==> src/rtl/fifo_wr_arbiter.sv <==
// Round-robin, packet-granular arbiter sharing one async FIFO write port among NREQ sources.
// Guards the FIFO against runaway packets (MAXLEN cap) and stalled sources (TMO idle timeout).
module fifo_wr_arbiter #(
  parameter int unsigned NREQ   = 4,
  parameter int unsigned DSIZE  = 8,
  parameter int unsigned IDW    = 2,
  parameter int unsigned MAXLEN = 16,
  parameter int unsigned TMO    = 64
) (
  input  logic                  wclk_i,
  input  logic                  wrst_ni,
  input  logic [NREQ-1:0]       req_valid_i,
  input  logic [NREQ-1:0]       req_last_i,
  input  logic [NREQ*DSIZE-1:0] req_data_i,
  output logic [NREQ-1:0]       req_ready_o,
  output logic                  winc_o,
  output logic [DSIZE-1:0]      wdata_o,
  input  logic                  wfull_i,
  input  logic                  awfull_i,
  output logic                  gnt_vld_o,
  output logic [IDW-1:0]        gnt_id_o,
  output logic                  pkt_done_o,
  output logic                  len_err_o,
  output logic                  tmo_err_o
);

  localparam int unsigned BW = $clog2(MAXLEN + 1);
  localparam int unsigned TW = $clog2(TMO + 1);

  typedef enum logic [0:0] {StIdle, StXfer} state_e;

  state_e         state_q, state_d;
  logic [IDW-1:0] last_id_q, last_id_d;
  logic [IDW-1:0] gnt_id_q, gnt_id_d;
  logic [BW-1:0]  beat_cnt_q, beat_cnt_d;
  logic [TW-1:0]  idle_cnt_q, idle_cnt_d;
  logic           pkt_done_q, pkt_done_d;
  logic           len_err_q, len_err_d;
  logic           tmo_err_q, tmo_err_d;

  logic           win_found;
  logic [IDW-1:0] win_id;
  logic [IDW-1:0] cand;

  // Scan starts just after the last served requester, so it has lowest priority next.
  always_comb begin
    win_found = 1'b0;
    win_id    = last_id_q;
    cand      = '0;
    for (int unsigned k = 1; k <= NREQ; k++) begin
      cand = IDW'((32'(last_id_q) + k) % NREQ);
      if (!win_found && req_valid_i[cand]) begin
        win_found = 1'b1;
        win_id    = cand;
      end
    end
  end

  always_comb begin
    state_d     = state_q;
    last_id_d   = last_id_q;
    gnt_id_d    = gnt_id_q;
    beat_cnt_d  = beat_cnt_q;
    idle_cnt_d  = idle_cnt_q;
    pkt_done_d  = 1'b0;
    len_err_d   = 1'b0;
    tmo_err_d   = 1'b0;
    req_ready_o = '0;
    winc_o      = 1'b0;
    wdata_o     = '0;

    unique case (state_q)
      StIdle: begin
        if (win_found && !awfull_i) begin
          state_d    = StXfer;
          gnt_id_d   = win_id;
          beat_cnt_d = '0;
          idle_cnt_d = '0;
        end
      end
      StXfer: begin
        req_ready_o[gnt_id_q] = ~wfull_i;
        wdata_o               = req_data_i[32'(gnt_id_q) * DSIZE +: DSIZE];
        winc_o                = req_valid_i[gnt_id_q] & ~wfull_i;
        if (winc_o) begin
          beat_cnt_d = beat_cnt_q + 1'b1;
          idle_cnt_d = '0;
          if (req_last_i[gnt_id_q]) begin
            state_d    = StIdle;
            last_id_d  = gnt_id_q;
            pkt_done_d = 1'b1;
          end else if (beat_cnt_q == BW'(MAXLEN - 1)) begin
            state_d   = StIdle;
            last_id_d = gnt_id_q;
            len_err_d = 1'b1;
          end
        end else if (!req_valid_i[gnt_id_q]) begin
          // Stalls on wfull with valid high are not idleness and leave the counter alone.
          idle_cnt_d = idle_cnt_q + 1'b1;
          if (idle_cnt_d == TW'(TMO)) begin
            state_d   = StIdle;
            last_id_d = gnt_id_q;
            tmo_err_d = 1'b1;
          end
        end
      end
      default: state_d = StIdle;
    endcase
  end

  always_ff @(posedge wclk_i or negedge wrst_ni) begin
    if (!wrst_ni) begin
      state_q    <= StIdle;
      last_id_q  <= IDW'(NREQ - 1);
      gnt_id_q   <= '0;
      beat_cnt_q <= '0;
      idle_cnt_q <= '0;
      pkt_done_q <= 1'b0;
      len_err_q  <= 1'b0;
      tmo_err_q  <= 1'b0;
    end else begin
      state_q    <= state_d;
      last_id_q  <= last_id_d;
      gnt_id_q   <= gnt_id_d;
      beat_cnt_q <= beat_cnt_d;
      idle_cnt_q <= idle_cnt_d;
      pkt_done_q <= pkt_done_d;
      len_err_q  <= len_err_d;
      tmo_err_q  <= tmo_err_d;
    end
  end

  assign gnt_vld_o  = (state_q == StXfer);
  assign gnt_id_o   = gnt_id_q;
  assign pkt_done_o = pkt_done_q;
  assign len_err_o  = len_err_q;
  assign tmo_err_o  = tmo_err_q;

endmodule
==> config.mk <==
export PLATFORM = sky130hd
export DESIGN_NAME = fifo_wr_arbiter
export DESIGN_NICKNAME = d
export VERILOG_FILES = /design/src/rtl/fifo_wr_arbiter.sv
export SDC_FILE = /design/constraint.sdc
export NUM_CORES = 1
export LEC_CHECK = 0
export BUFFER_PORTS_ARGS = -buffer_cell sky130_fd_sc_hd__buf_2
export CORE_UTILIZATION = 45
export CTS_BUF_LIST = sky130_fd_sc_hd__clkbuf_4
export DETAILED_ROUTE_END_ITERATION = 16
export PLACE_DENSITY = 0.76
export SLEW_MARGIN = 5
export SYNTH_ARGS = -nofsm -noshare
export SYNTH_HDL_FRONTEND = slang
export SYNTH_SLANG_ARGS = --single-unit
==> constraint.sdc <==
create_clock -name wclk_i -period 2.24 [get_ports wclk_i]
set_clock_uncertainty 0.1 [all_clocks]
set_input_delay 0.224 -clock wclk_i [delete_from_list [all_inputs] [get_ports wclk_i]]
set_output_delay 0.224 -clock wclk_i [all_outputs]
set_load 0.005 [all_outputs]
## Word level (Yosys, flattened, before mapping)

Cells that the tools add are included.

- Eq/ne operators: 7
- Muxes and demuxes: 55
- Bitwise logic cells: 4
- Add/sub/neg operators: 6
- Shifts and indexed selects: 1
- Divide/modulo/power cells: 0
- Multipliers: 0
- Reduce and logical (&&, ||, !) cells: 14
- Order comparisons: 6

Operator list:

| cell | number |
|---|---|
| 32-bit by 6-bit variable part select with 8-bit output | 1 |
| 1-bit two-way mux | 29 |
| 7-bit two-way mux | 3 |
| 2-bit two-way mux | 9 |
| 2-bit by 3-bit < comparator with 1-bit output (second input constant) | 5 |
| 7-bit case mux with 2 select lines | 1 |
| 1-bit binary-select mux with 2-bit select | 6 |
| 5-bit two-way mux | 2 |
| 5-bit case mux with 2 select lines | 1 |
| 8-bit two-way mux | 1 |
| 7-bit by 1-bit adder with 7-bit output (second input constant) | 1 |
| 7-bit == test (second input constant) | 1 |
| 2-bit AND reduction | 3 |
| 5-bit by 1-bit adder with 5-bit output (second input constant) | 1 |
| 5-bit by 4-bit == test with 1-bit output (second input constant) | 1 |
| 1-bit logical AND | 5 |
| 2-bit by 1-bit adder with 2-bit output (second input constant) | 2 |
| 2-bit adder (second input constant) | 2 |
| 4-bit AND | 1 |
| 1-bit zero test | 4 |
| 4-bit two-way mux | 1 |
| 2-bit by 1-bit != test with 1-bit output (second input constant) | 2 |
| 4-bit AND reduction | 1 |
| 3-bit by 1-bit != test with 1-bit output (second input constant) | 1 |
| 8 further kinds | 9 |

- Input port bits: 44
- Bits in read-only memories: 0
- Bits in latches: 0
- Word-level logic and storage cells: 101
- Memories kept: 0
- Memory bits (writable): 0
- Register bits after elaboration: 20
- Output and inout port bits: 19

## Logic depth before layout (Yosys ltp)

- Word-level depth: 16
- Depth in mapped cells: 7

## Worst setup path after synthesis

No wires, ideal clock.

- Path kind: reg2reg
- Start point: register gnt_id_q[1], in the netlist gnt_id_o[1]
- End point: register beat_cnt_q[3]
- Slack: 292 ps
- Buffers on the path: 1
- Data arrival time: 1717 ps
- Library setup time: 131 ps
- Stages on the path, launching flop included: 8
- Period minus slack after synthesis: 1948 ps
- Cells stage by stage: dfrtp_1 buf_2 mux4_2 nand2_1 inv_1 nand4_1 xor2_1 nor2_1

- Cells in the longest elaborated chain, start to end: 5

Ends and longest elaborated chain:

| element | line | text |
|---|---|---|
| start, declared | 34 | `logic [IDW-1:0] gnt_id_q, gnt_id_d;` |
| start signal, assigned | 124 | `gnt_id_q <= gnt_id_d;` |
| 1-bit binary-select mux with 2-bit select | 84 | `winc_o = req_valid_i[gnt_id_q] & ~wfull_i;` |
| 1-bit two-way mux (implied by the code) | 84 |  |
| 1-bit AND | 84 |  |
| 2-bit by 1-bit != test with 1-bit output (no line) | - |  |
| 2-bit AND reduction (no line) | - |  |
| end signal, assigned | 125 | `beat_cnt_q <= beat_cnt_d;` |
| end, declared | 35 | `logic [BW-1:0] beat_cnt_q, beat_cnt_d;` |

Every way passes these cells. The select of a mux whose other input is x is not followed.
A chain may end at the register's enable or synchronous reset.

## Final worst setup path

- Start point: register gnt_id_q[0], in the netlist gnt_id_o[0]
- End point: output wdata_o[4]

- Cells in the longest elaborated chain, start to end: 2

Ends and longest elaborated chain:

| element | line | text |
|---|---|---|
| 32-bit by 6-bit variable part select with 8-bit output | 83 | `wdata_o = req_data_i[32'(gnt_id_q) * DSIZE +: DSIZE];` |
| 8-bit two-way mux | 72 | `unique case (state_q)` |
| end, declared | 17 | `output logic [DSIZE-1:0] wdata_o,` |

Every way passes these cells.

==> key figures <==
Worst setup path
  • WP data arrival: roughly 1.8 ns
  • Worst Setup Path Type: flip-flop to output pin
  • Setup crit end kind: output pin
  • Crit-path max FO: 17
  • Startpoint Class: flip-flop
  • Req. time, crit path: about 1.9 ns

Placed design
  • # port buffers: 62
  • HPWL Detailed: 2990 um
  • GP Congestion: a little over 0.8

Clocking
  • Clock tree buffer depth: 2
  • Clock latency on the worst-skew pair: 0.31 ns
  • CTS tree: yes
  • Root buffer cell: clkbuf_4
  • # Post-CTS Setup Buffers: 0
  • H-tree depth: 1
  • Num CTS Buffers: 3
  • Clk sinks: 20
  • CTS clk-pin slew, worst paths: roughly 0.11 ns

STA
  • Tightest Pin Transition: between 0.5 and 0.6 ns
  • Tmin final: 2.10 ns
  • Hold Slack: around 0.12 ns
  • Fmax: 477 MHz
  • Setup TNS: 0 ns
  • Fin. Hold Viols: 0
  • Slew margin rel.: 64.2%
  • Pins over their slew limit: 0
  • Final setup violation count: 0
  • RSZ-0062 raised after global routing: no
  • Tcrit/Tclk final: between 90% and 100%

Yosys
  • Top cells by count, synth: dfrtp_1 (18), o21ai_0 (13), nand2_1 (11)
  • Number of synthesized flops with an enable pin: 0
  • Post-synth top area cell: dfrtp_1
  • Synthesized area: 1510 sq um
  • Seq/Total Area, Yosys: between 30% and 40%
  • Synth Net Count: 200
  • Ys Warns: 0
  • Seq cells post-synth: 20
  • Post-synth top area share: between 20% and 30%
  • Async SR Flop Fraction: 100%
  • Top post-synthesis cells by area: dfrtp_1 (30%), mux4_1 (8.7%), mux4_2 (7.5%)
  • Synth Instances: around 150
  • Top-count cell post-synth: dfrtp_1
  • Unique masters post-synth: between 40 and 50
  • Synthesized area per cell: roughly 9.9 sq um
  • Top FF cell, synth: dfrtp_1

Routing
  • First-pass iteration count of the detailed router: 4
  • Drc violations: 0
  • Initial DRC Count: 86
  • Routed wire per std cell: 14.6 um
  • DRT Wirelength: 3820 um
  • Post-route ant nets: 0
  • Vias/cell: between 5 and 6
  • Via Count: approximately 1500

Pwr
  • P_int: about 1.1 mW
  • Switching share of power: a little over two fifths
  • Pleak: 0.930 nW
  • Flop pwr share: between 30% and 40%
  • Combinational share of power: 58.7%
  • Clock power share: approximately a tenth
  • P_sw: just under 0.8 mW
  • Peak VDD IR: approximately 750 uV
  • Power Dens Cells: approximately 970 nW/um^2

Die
  • Die H: 59.9 um
  • I/O Pins: 63
  • Initial Util: roughly half
  • Die footprint: 3580 sq um
  • CORE AREA: ~3100 sq um
  • Number of core rows: 20
  • Die Wd: between 50 and 60 um

Cells and area
  • N_diodes: 0
  • Layout cell share with drive strength beyond 1: roughly 37%
  • Layout overhead on the synthesized area: 26.6%
  • Final nets: 266

GRT
  • Number of global-route vias before repair: between 1000 and 1500
  • Initial antenna violation count: 0
  • First-pass GRT wire length: 6350 um
  • GRT Total Usage: 23.9%
  • Pin count of the biggest net entering global routing: 21
  • GRT overflow: 0

Job
  • MaxCap Viol Count: 0

Min path
  • Hold/Removal Path Class: input pin to flip-flop

Outcome
  • Status: finished clean
-- layer usage --
metal  global-route usage [%]  vias to the layer above  share of wire, %
met3                     4.33                        6               3.8
met1                     28.4                      691                42
met4                     7.64                        0               1.0
met2                     43.3                       47                53
met5                        0                        -                 0
li1                         -                      712                 -
-- worst paths after layout --
path	endpoint	cells past startpoint	slack, ns	from
max	wdata_o[4]	4	0.14	gnt_id_o[0]
min	beat_cnt_q[3]	3	0.12	awfull_i
max reg2reg	last_id_q[0]	7	0.20	beat_cnt_q[0]
min reg2reg	beat_cnt_q[2]	1	0.41	beat_cnt_q[2]
max in group asynchronous	last_id_q[0]	2	1.41	wrst_ni
min in group asynchronous	tmo_err_o	2	0.29	wrst_ni
-- layout make-up --
type                       count  area, sq um
clock inverter                 1         3.75
sequential                    20          503
inverter                       3         11.3
multi-input combinational    122          950
tap                           44         55.1
clock buffer                   3         22.5
fill                         262         1200
timing repair buffer          68          362
-- worst max-delay path, cell delays in order, from the launching register on --
cell and delay (ns):
dfrtp_1 0.40, buf_6 0.21, mux4_1 0.58, and2_1 0.17
buf_2 0.12
-- power by group through the flow --
| stage | sequential [mW] | clock, mW | combinational, mW |
|---|---|---|---|
| global placement | 0.577 | 0 | 1.05 |
| CTS | 0.578 | 0.186 | 1.08 |
| detailed placement | 0.585 | 0 | 1.08 |
| floorplan | 0.550 | 0 | 0.784 |
| global route | 0.596 | 0.204 | 1.20 |
| finish | 0.584 | 0.184 | 1.09 |
-- repair_timing --
action | CTS | global route
hold buffers | 1 | 0
setup endpoints to repair | 0 | 1
gates resized for setup | 0 | 1
hold endpoints to repair | 18 | 0
-- kinds of logic after synthesis --
kind of cell	count (synthesis)	synth area share, %
multiplexers	12	17.5
AND/OR/NAND/NOR	66	23.9
AO/OA/AOI/OAI	39	17.7
buffers and inverters	10	3.57
adder cells (fa/ha/maj)	4	3.32
XOR/XNOR	1	0.582
flip-flops	20	33.4
-- stage by stage --
| step | setup WS [ns] | instance area, sq um | util [%] | std cells | power, mW |
|---|---|---|---|---|---|
| 2_1_floorplan | 0.292 | 1510 | - | 152 | 1.33 |
| 3_3_place_gp | 0.280 | 1870 | 60.2 | 256 | 1.63 |
| 3_5_place_dp | 0.226 | 1870 | 60.2 | 256 | 1.66 |
| 4_1_cts | 0.0887 | 1900 | 61.3 | 261 | 1.84 |
| 5_1_grt | 0.0122 | 1910 | 61.5 | 261 | 2.00 |
| 6_report | 0.143 | 1910 | 61.5 | 261 | 1.86 |
-- flip-flops by register name, indices dropped and copies added (netlist names) --
signal and count:
beat_cnt_q 5, gnt_id_o 2, gnt_vld_o 1, idle_cnt_q 7, last_id_q 2, len_err_o 1
pkt_done_o 1, tmo_err_o 1
-- cells in the final DEF, fill, tap and decap left out, types with 4 or more instances in the layout --
cell type and n:
nor3_1 4, nand2_1 11, dfrtp_1 18, and2_1 9, mux4_1 5, and3_1 7
mux4_2 5, o21ai_0 13, buf_2 62, nor2_1 10, ha_1 4, a21oi_1 5
nand2b_1 4, nand3_1 9, buf_4 4
(Power assumes the default switching activity.)
